**config.mk**
```make
export PLATFORM = sky130hd
export DESIGN_NAME = lifo_port_arbiter
export DESIGN_NICKNAME = d
export VERILOG_FILES = /design/src/rtl/lifo_port_arbiter_pkg.sv /design/src/rtl/lifo_port_arbiter_rr_arbiter.sv /design/src/rtl/lifo_port_arbiter.sv
export SDC_FILE = /design/constraint.sdc
export NUM_CORES = 1
export LEC_CHECK = 0
export CORE_ASPECT_RATIO = 1.25
export CORE_MARGIN = 2
export CORE_UTILIZATION = 33
export CTS_BUF_LIST = sky130_fd_sc_hd__clkbuf_8
export DETAILED_ROUTE_END_ITERATION = 7
export GPL_ROUTABILITY_DRIVEN = 0
export GPL_TIMING_DRIVEN = 0
export PLACE_DENSITY = 0.89
export SLEW_MARGIN = 20
export SYNTH_ARGS = -nofsm -noshare
export SYNTH_HDL_FRONTEND = slang
export SYNTH_HIERARCHICAL = 1
export SYNTH_SLANG_ARGS = --single-unit
```
**constraint.sdc**
```tcl
create_clock -name Clk -period 6.1 [get_ports Clk]
set_clock_uncertainty 0.1 [all_clocks]
set_input_delay 1.83 -clock Clk [delete_from_list [all_inputs] [get_ports Clk]]
set_output_delay 1.83 -clock Clk [all_outputs]
set_load 0.005 [all_outputs]
```
**src/rtl/lifo_port_arbiter_pkg.sv**
```systemverilog
// Shared constants, response flag layout and sizing helper for the LIFO port arbiter.
package lifo_arb_pkg;

  localparam logic OP_PUSH = 1'b1;
  localparam logic OP_POP  = 1'b0;

  localparam int unsigned DEF_DATA_W    = 8;
  localparam int unsigned DEF_NUM_REQ   = 4;
  localparam int unsigned DEF_ERR_CNT_W = 16;

  // Response flags registered at the grant edge
  typedef struct packed {
    logic valid;
    logic err;
    logic is_pop;
  } rsp_flags_t;

  function automatic int unsigned id_width(input int unsigned n);
    return (n <= 2) ? 1 : $clog2(n);
  endfunction

endpackage

```
**src/rtl/lifo_port_arbiter_rr_arbiter.sv**
```systemverilog
// Round-robin arbiter: one-hot grant searching from last winner + 1; pointer moves only on a grant.
module rr_arbiter
  import lifo_arb_pkg::*;
#(
  parameter int unsigned NUM_REQ = DEF_NUM_REQ,
  parameter int unsigned ID_W    = id_width(DEF_NUM_REQ)
) (
  input  logic               Clk,
  input  logic               Rst_n,
  input  logic [NUM_REQ-1:0] req,
  input  logic               hold,
  output logic [NUM_REQ-1:0] grant_c,
  output logic [ID_W-1:0]    idx_c,
  output logic               any_c
);

  logic [ID_W-1:0] ptr;

  // Walk candidates from farthest to nearest so the nearest request wins the last write
  always_comb begin
    int j;
    j       = 0;
    grant_c = '0;
    idx_c   = '0;
    any_c   = 1'b0;
    if (!hold) begin
      for (int k = int'(NUM_REQ); k >= 1; k--) begin
        j = int'(ptr) + k;
        if (j >= int'(NUM_REQ)) j = j - int'(NUM_REQ);
        if (req[ID_W'(j)]) begin
          idx_c = ID_W'(j);
          any_c = 1'b1;
        end
      end
    end
    if (any_c) grant_c = NUM_REQ'(1) << idx_c;
  end

  always_ff @(posedge Clk or negedge Rst_n) begin
    if (!Rst_n)     ptr <= ID_W'(NUM_REQ - 1);
    else if (any_c) ptr <= idx_c;
  end

endmodule

```
**src/rtl/lifo_port_arbiter.sv**
```systemverilog
// Shares one LIFO among NUM_REQ requesters with round-robin grants and tagged 1-cycle responses.
// Optional rejected-op counter on err_count when LIFO_ARB_ERR_CNT_EN is defined.
module lifo_port_arbiter
  import lifo_arb_pkg::*;
#(
  parameter int unsigned  DATA_WIDTH = DEF_DATA_W,
  parameter int unsigned  NUM_REQ    = DEF_NUM_REQ,
  parameter int unsigned  ERR_CNT_W  = DEF_ERR_CNT_W,
  localparam int unsigned ID_W       = id_width(NUM_REQ)
) (
  input  logic                          Clk,
  input  logic                          Rst_n,
  input  logic                          hold,
  input  logic [NUM_REQ-1:0]            req_valid,
  input  logic [NUM_REQ-1:0]            req_op,
  input  logic [NUM_REQ*DATA_WIDTH-1:0] req_data,
  output logic [NUM_REQ-1:0]            req_ready,
  output logic                          rsp_valid,
  output logic [ID_W-1:0]               rsp_id,
  output logic                          rsp_err,
  output logic [DATA_WIDTH-1:0]         rsp_data,
  output logic                          lifo_push,
  output logic                          lifo_pop,
  output logic [DATA_WIDTH-1:0]         lifo_din,
  input  logic [DATA_WIDTH-1:0]         lifo_dout,
  input  logic                          lifo_empty,
  input  logic                          lifo_full
`ifdef LIFO_ARB_ERR_CNT_EN
  ,
  output logic [ERR_CNT_W-1:0]          err_count
`endif
);

  if (NUM_REQ < 2 || NUM_REQ > 16 || ERR_CNT_W == 0) begin : g_bad_params
    $error("lifo_port_arbiter: NUM_REQ must be 2..16 and ERR_CNT_W nonzero");
  end

  logic [NUM_REQ-1:0]    grant_c;
  logic [ID_W-1:0]       gidx_c;
  logic                  any_c;
  logic                  op_c;
  logic                  err_c;
  logic [DATA_WIDTH-1:0] gdata_c;
  logic [DATA_WIDTH-1:0] data_arr [NUM_REQ];
  rsp_flags_t            rsp_q;

  rr_arbiter #(.NUM_REQ(NUM_REQ), .ID_W(ID_W)) u_rr (
    .Clk     (Clk),
    .Rst_n   (Rst_n),
    .req     (req_valid),
    .hold    (hold),
    .grant_c (grant_c),
    .idx_c   (gidx_c),
    .any_c   (any_c)
  );

  for (genvar i = 0; i < int'(NUM_REQ); i++) begin : g_slice
    assign data_arr[i] = req_data[i*DATA_WIDTH +: DATA_WIDTH];
  end

  assign req_ready = grant_c;
  assign op_c      = req_op[gidx_c];
  assign gdata_c   = data_arr[gidx_c];

  // FULL/EMPTY are sampled in the grant cycle; a blocked op becomes an error response
  always_comb begin
    lifo_push = 1'b0;
    lifo_pop  = 1'b0;
    lifo_din  = '0;
    err_c     = 1'b0;
    if (any_c) begin
      if (op_c == OP_PUSH) begin
        if (!lifo_full) begin
          lifo_push = 1'b1;
          lifo_din  = gdata_c;
        end else begin
          err_c = 1'b1;
        end
      end else begin
        if (!lifo_empty) lifo_pop = 1'b1;
        else             err_c    = 1'b1;
      end
    end
  end

  always_ff @(posedge Clk or negedge Rst_n) begin
    if (!Rst_n) begin
      rsp_q  <= '0;
      rsp_id <= '0;
    end else begin
      rsp_q.valid  <= any_c;
      rsp_q.err    <= err_c;
      rsp_q.is_pop <= any_c & (op_c == OP_POP);
      if (any_c) rsp_id <= gidx_c;
    end
  end

  assign rsp_valid = rsp_q.valid;
  assign rsp_err   = rsp_q.err;
  // LIFO registers its output on the grant edge, so it lines up with the response cycle
  assign rsp_data  = (rsp_q.valid && rsp_q.is_pop && !rsp_q.err) ? lifo_dout : '0;

`ifdef LIFO_ARB_ERR_CNT_EN
  logic [ERR_CNT_W-1:0] err_cnt_q;

  always_ff @(posedge Clk or negedge Rst_n) begin
    if (!Rst_n)                           err_cnt_q <= '0;
    else if (err_c && (err_cnt_q != '1))  err_cnt_q <= err_cnt_q + ERR_CNT_W'(1);
  end

  assign err_count = err_cnt_q;
`endif

endmodule
```
# After elaboration in Yosys (flattened, before gate mapping)
# Index checks and enable logic that the tools add are counted.
dict set report totals {
  ff_bits 7
  inputBits 53
  out_inout_bits 26
  elab_cells 80
}
dict set report op_classes {
  addsub 8
  n_lt_le_gt_ge 10
  shift 1
  n_mux 50
  bitwise 3
  n_reduce_logical 3
}
# cell count
set ops {}
lappend ops {{2-to-1 mux 8 bit} 6}
lappend ops {{2-to-1 mux 2 bit} 13}
lappend ops {{2-to-1 mux 1 bit} 24}
lappend ops {{binary-select mux 8 bit (select 2 bit)} 1}
lappend ops {{less-than comparator 2 x 4 -> 1 bit, second input constant} 4}
lappend ops {{greater-or-equal comparator 3 bit, second input constant} 4}
lappend ops {{binary-select mux 1 bit (select 2 bit)} 5}
lappend ops {{subtractor 2 x 1 -> 2 bit, second input constant} 4}
lappend ops {{adder 2 x 2 -> 3 bit, second input constant} 2}
lappend ops {{adder 2 x 3 -> 4 bit, second input constant} 1}
lappend ops {{greater-or-equal comparator 4 x 3 -> 1 bit, second input constant} 1}
lappend ops {{2-to-1 mux 4 bit} 1}
lappend ops {{left shift 1 x 2 -> 4 bit, first input constant} 1}
lappend ops {{adder 2 x 1 -> 3 bit, second input constant} 1}
lappend ops {{less-than comparator 2 x 3 -> 1 bit, second input constant} 1}
lappend ops {{NOT 2 -> 3 bit} 1}
lappend ops {{logical AND 1 bit} 2}
lappend ops {{bitwise AND 1 bit} 1}
lappend ops {{zero test 1 bit} 1}
lappend ops {{NOT 1 bit} 1}

# Longest topological paths before layout
dict set report depth {
  depth_word 19
  depth_mapped 8
}

# Modules after synthesis
# The synthesis kept the hierarchy.
# module n_inst cells_per_inst area_each_um2 seq_area_each_um2
set by_module_without_submodules {}
lappend by_module_without_submodules {lifo_port_arbiter 1 43 574.3 125.1}
lappend by_module_without_submodules {rr_arbiter 1 26 221.5 52.6}

# Worst setup path after synthesis
# No wires, ideal clock.
dict set report synth_timing {
  path_type {input port to output port}
  startpoint {in req_valid[0]}
  endpoint {out lifo_push}
  arrival_ns 3.420
  path_slack_ns 0.750
  stages 8
  path_buffers 1
  cell_sequence {and2b_1 a21oi_1 o221a_2 nor2_1 buf_6 mux4_2 nand3b_4 inv_1}
}
dict set report synth_between {
  elab_chain_len 12
}
# item line_no
set synth_lines {}
lappend synth_lines {{start, declared} lifo_port_arbiter.sv:14} ;# input logic [NUM_REQ-1:0] req_valid,
lappend synth_lines {{binary-select mux 1 bit (select 2 bit)} lifo_port_arbiter_rr_arbiter.sv:30} ;# if (req[ID_W'(j)]) begin
lappend synth_lines {{2-to-1 mux 1 bit (implied by the code) (2 in series)} lifo_port_arbiter_rr_arbiter.sv:30}
lappend synth_lines {{2-to-1 mux 2 bit (3 in series)} lifo_port_arbiter_rr_arbiter.sv:30}
lappend synth_lines {{2-to-1 mux 2 bit *} lifo_port_arbiter_rr_arbiter.sv:30}
lappend synth_lines {{2-to-1 mux 2 bit *} lifo_port_arbiter_rr_arbiter.sv:26} ;# if (!hold) begin
lappend synth_lines {{net gidx_c[0]} lifo_port_arbiter.sv:39} ;# logic [ID_W-1:0] gidx_c;
lappend synth_lines {{binary-select mux 1 bit (select 2 bit) *} lifo_port_arbiter.sv:62} ;# assign op_c = req_op[gidx_c];
lappend synth_lines {{2-to-1 mux 1 bit (implied by the code) *} lifo_port_arbiter.sv:62}
lappend synth_lines {{2-to-1 mux 1 bit *} lifo_port_arbiter.sv:72} ;# if (op_c == OP_PUSH) begin
lappend synth_lines {{2-to-1 mux 1 bit *} lifo_port_arbiter.sv:71} ;# if (any_c) begin
lappend synth_lines {{end, declared} lifo_port_arbiter.sv:22} ;# output logic lifo_push,
# Mark *: on every way through the listed nets, which the timed path passes. The rest lies on a longest branch. The select of a mux whose other input is x is not followed.

# Final worst setup path
dict set report layout_timing {
  startpoint {in req_valid[0]}
  endpoint {out lifo_din[7]}
}
dict set report layout_between {
  elab_chain_len 15
}
# item line_no
set layout_lines {}
lappend layout_lines {{binary-select mux 1 bit (select 2 bit)} lifo_port_arbiter_rr_arbiter.sv:30}
lappend layout_lines {{2-to-1 mux 1 bit (implied by the code) (2 in series)} lifo_port_arbiter_rr_arbiter.sv:30}
lappend layout_lines {{2-to-1 mux 2 bit (3 in series)} lifo_port_arbiter_rr_arbiter.sv:30}
lappend layout_lines {{2-to-1 mux 2 bit *} lifo_port_arbiter_rr_arbiter.sv:30}
lappend layout_lines {{2-to-1 mux 2 bit *} lifo_port_arbiter_rr_arbiter.sv:26}
lappend layout_lines {{net gidx_c[0]} lifo_port_arbiter.sv:39}
lappend layout_lines {{NOT 2 -> 3 bit (implied by the code)} lifo_port_arbiter.sv:63} ;# assign gdata_c = data_arr[gidx_c];
lappend layout_lines {{binary-select mux 8 bit (select 2 bit)} lifo_port_arbiter.sv:63}
lappend layout_lines {{2-to-1 mux 8 bit (implied by the code) (2 in series)} lifo_port_arbiter.sv:63}
lappend layout_lines {{2-to-1 mux 8 bit} lifo_port_arbiter.sv:73} ;# if (!lifo_full) begin
lappend layout_lines {{2-to-1 mux 8 bit *} lifo_port_arbiter.sv:72}
lappend layout_lines {{2-to-1 mux 8 bit *} lifo_port_arbiter.sv:71}
lappend layout_lines {{end, declared} lifo_port_arbiter.sv:24} ;# output logic [DATA_WIDTH-1:0] lifo_din,
# Marks and branches as above.

==> results.tsv <==
metric	value	unit
diodes	0	
clockRootBuffer	clkbuf_8	
tritoncts	done	
seq_area_frac_synth	0.223	
end_kind	output port	
row_count	19	
yosysTopAreaCell	mux4_1	
synth_seq_cells	7	
vias	969	
hold_depth	1	
critPathBufInv	4	
reg2reg_depth	9	
post-route-period-util	0.983	
wirelength	2850	um
synth_area_leaders	mux4_1 (26%), dfrtp_1 (16%), nor2b_2 (8.8%)	
synth_common_cells	and2_1 (9), mux4_1 (8), nor2b_2 (8)	
slew_headroom	0.531	
hold_violations	0	
die_x	47.9	um
vdd_drop_max	0.0000991	V
initial_core_util	0.356	
grt_pass1_vias	1032	
die_h	58.9	um
cp_top_family	buffers and inverters	
synth_area	796	sq um
slowest_stage	mux4_2	
cp_common_cell	dlygate4sd2_1	
post-dp-hpwl	2140	um
multiInputGateArea	613	sq um
clk_latency	0.22	ns
grt_pass1_wl	4400	um
syn_inst	69	
pwr_density_cell	153	mW/mm^2
maxCapViolCount	0	
ff_latch_area	178	sq um
cp-start-kind	primary input	
dp_slack	-0.337	ns
grt_usage	0.229	
tightest_slew	0.702	ns
finalSetupTns	0	ns
synth_top_cell_area_share	0.264	
synthFlopType	dfrtp_1	
post_drt_wl_per_cell	14.8	um
synth_edf_count	0	
cts_buffer_depth	2	
setup_violations	0	
hold_class	register to register	
crit_chain	dlygate4sd2_1 > and2b_1 > a21oi_1 > o221a_2 > nor2_2 > buf_6 > mux4_2 > nand3b_4 > buf_4 > nor2b_2 > dlygate4sd2_1	
clkSinkCount	7	
io_pins	79	
portBuffers	78	
synth_cell_types	28	
post-route-min-period	6.00	ns
grt_antenna_before_repair	0	
yosys_warnings	6	
ys_async_sr_fraction	1.00	
n_fill_cell	146	
crit_required	4.17	ns
post-route-util	0.801	
firstDrtPassIters	4	
layout-drive-gt1-share	0.210	
clkTransAtPathRegs	0.04	ns
layout.nets	216	
maxSlewViolCount	0	
cp.depth	11	
max_freq	167	MHz
cp_slowest_stage_delay	0.59	ns
area_growth	125	%
syn_avg_cell_area	11.5	sq um
synth_nets	122	
critPathKind	primary input to output port	
viasPerCell	5.02	
cts_hold_buf	0	
crit_fanout	5	
postRouteAntennaNets	0	
rsz0062_at_grt	no	
yosysMostFrequentCell	and2_1	
setup_ws	0.105	ns
numCtsBuffers	3	
drc	0	
grt_max_degree	11	
grt_remaining_overflow	0	
cp.arrival	4.07	ns
core_area	0.00223	sq mm
p_leak	0.826	nW
dieArea	0.00282	sq mm
drt_iter0_markers	15	
htreeDepth	1	
status	complete, no violations	
[metrics by stage]
step	power (mW)	hold WS, ns	cells	area (sq um)
after floorplan	0.122	0.380	69	796
after global placement	0.187	0.392	178	1620
after detailed placement	0.191	0.405	178	1620
after CTS	0.271	0.412	191	1760
after global routing	0.291	0.422	193	1790
final	0.273	0.404	193	1790
[worst reg2reg max path: stages, from the launching register on]
cell and delay, ns:
dfstp_2 0.57, mux2i_1 0.08, o221a_2 0.28, nor2_2 0.10
buf_6 0.14, mux4_2 0.59, buf_4 0.18, buf_4 0.12
mux2i_1 0.14, nor2_1 0.06
[layer usage]
metal  GRT usage  part of all wire
met5           0                 0
met4      0.0656             0.011
met1       0.239              0.32
met2       0.383              0.51
met3       0.126              0.16
[cell usage in the layout (no fill, tap or decap), types with 3 or more instances in the layout]
cell type | netlist | routed
buf_4 | 0 | 8
and2_1 | 9 | 9
nor3_1 | 3 | 3
dlymetal6s2s_1 | 0 | 4
dlygate4sd2_1 | 0 | 8
nor2_1 | 5 | 4
nor2b_2 | 8 | 8
nand2_1 | 3 | 3
dfrtp_1 | 5 | 5
inv_1 | 3 | 4
clkbuf_8 | 0 | 3
clkdlybuf4s50_1 | 0 | 65
mux4_1 | 8 | 8
[layout make-up]
class	count	share of cell area
inverter	3	0.00629
buffer	2	0.0126
multi-input combinational	58	0.343
clock buffer	3	0.0231
timing repair buffer	88	0.492
tap	31	0.0217
sequential	7	0.0993
clock inverter	1	0.00210
[repair_timing]
| item | in CTS | in global routing |
|---|---|---|
| gates cloned | 1 | 0 |
| pin swaps | 1 | 1 |
| setup buffers | 8 | 2 |
| gates resized for setup | 12 | 6 |
| hold endpoints to repair | 0 | 0 |
| setup endpoints to repair | 10 | 8 |
[kinds of logic after synthesis]
group,count (synthesis),share of synthesized area
buffers and inverters,5,0.0346
muxes,13,0.346
DFF,7,0.223
and+or+nand+nor,37,0.333
AOI/OAI and AO/OA,7,0.0629
[report_power, final]
part	total (mW)	internal [mW]	switching (mW)	leakage [nW]
logic	0.148	0.100	0.0483	0.715
clock network	0.0626	0.0434	0.0192	0.0269
registers	0.0619	0.0558	0.00617	0.0845
total	0.273	0.199	0.0737	0.826
[state kept, by name, indices dropped and copies added (netlist names)]
name       cells
rsp_err        1
rsp_id         2
rsp_q          1
rsp_valid      1
u_rr/ptr       2
[path summary, 6_finish.rpt]
path	startpoint	to	slack (ns)
setup / recovery	req_valid[0]	lifo_din[7]	0.10
hold / removal	rsp_id[1]	rsp_id[1]	0.40
setup reg to reg	u_rr/ptr[1]	rsp_err	3.63
hold reg to reg	rsp_id[1]	rsp_id[1]	0.40
max in group asynchronous	Rst_n	u_rr/ptr[0]	3.85
min in group asynchronous	Rst_n	rsp_q[0]	1.76
Note: power is estimated with default switching activity, not from simulation.
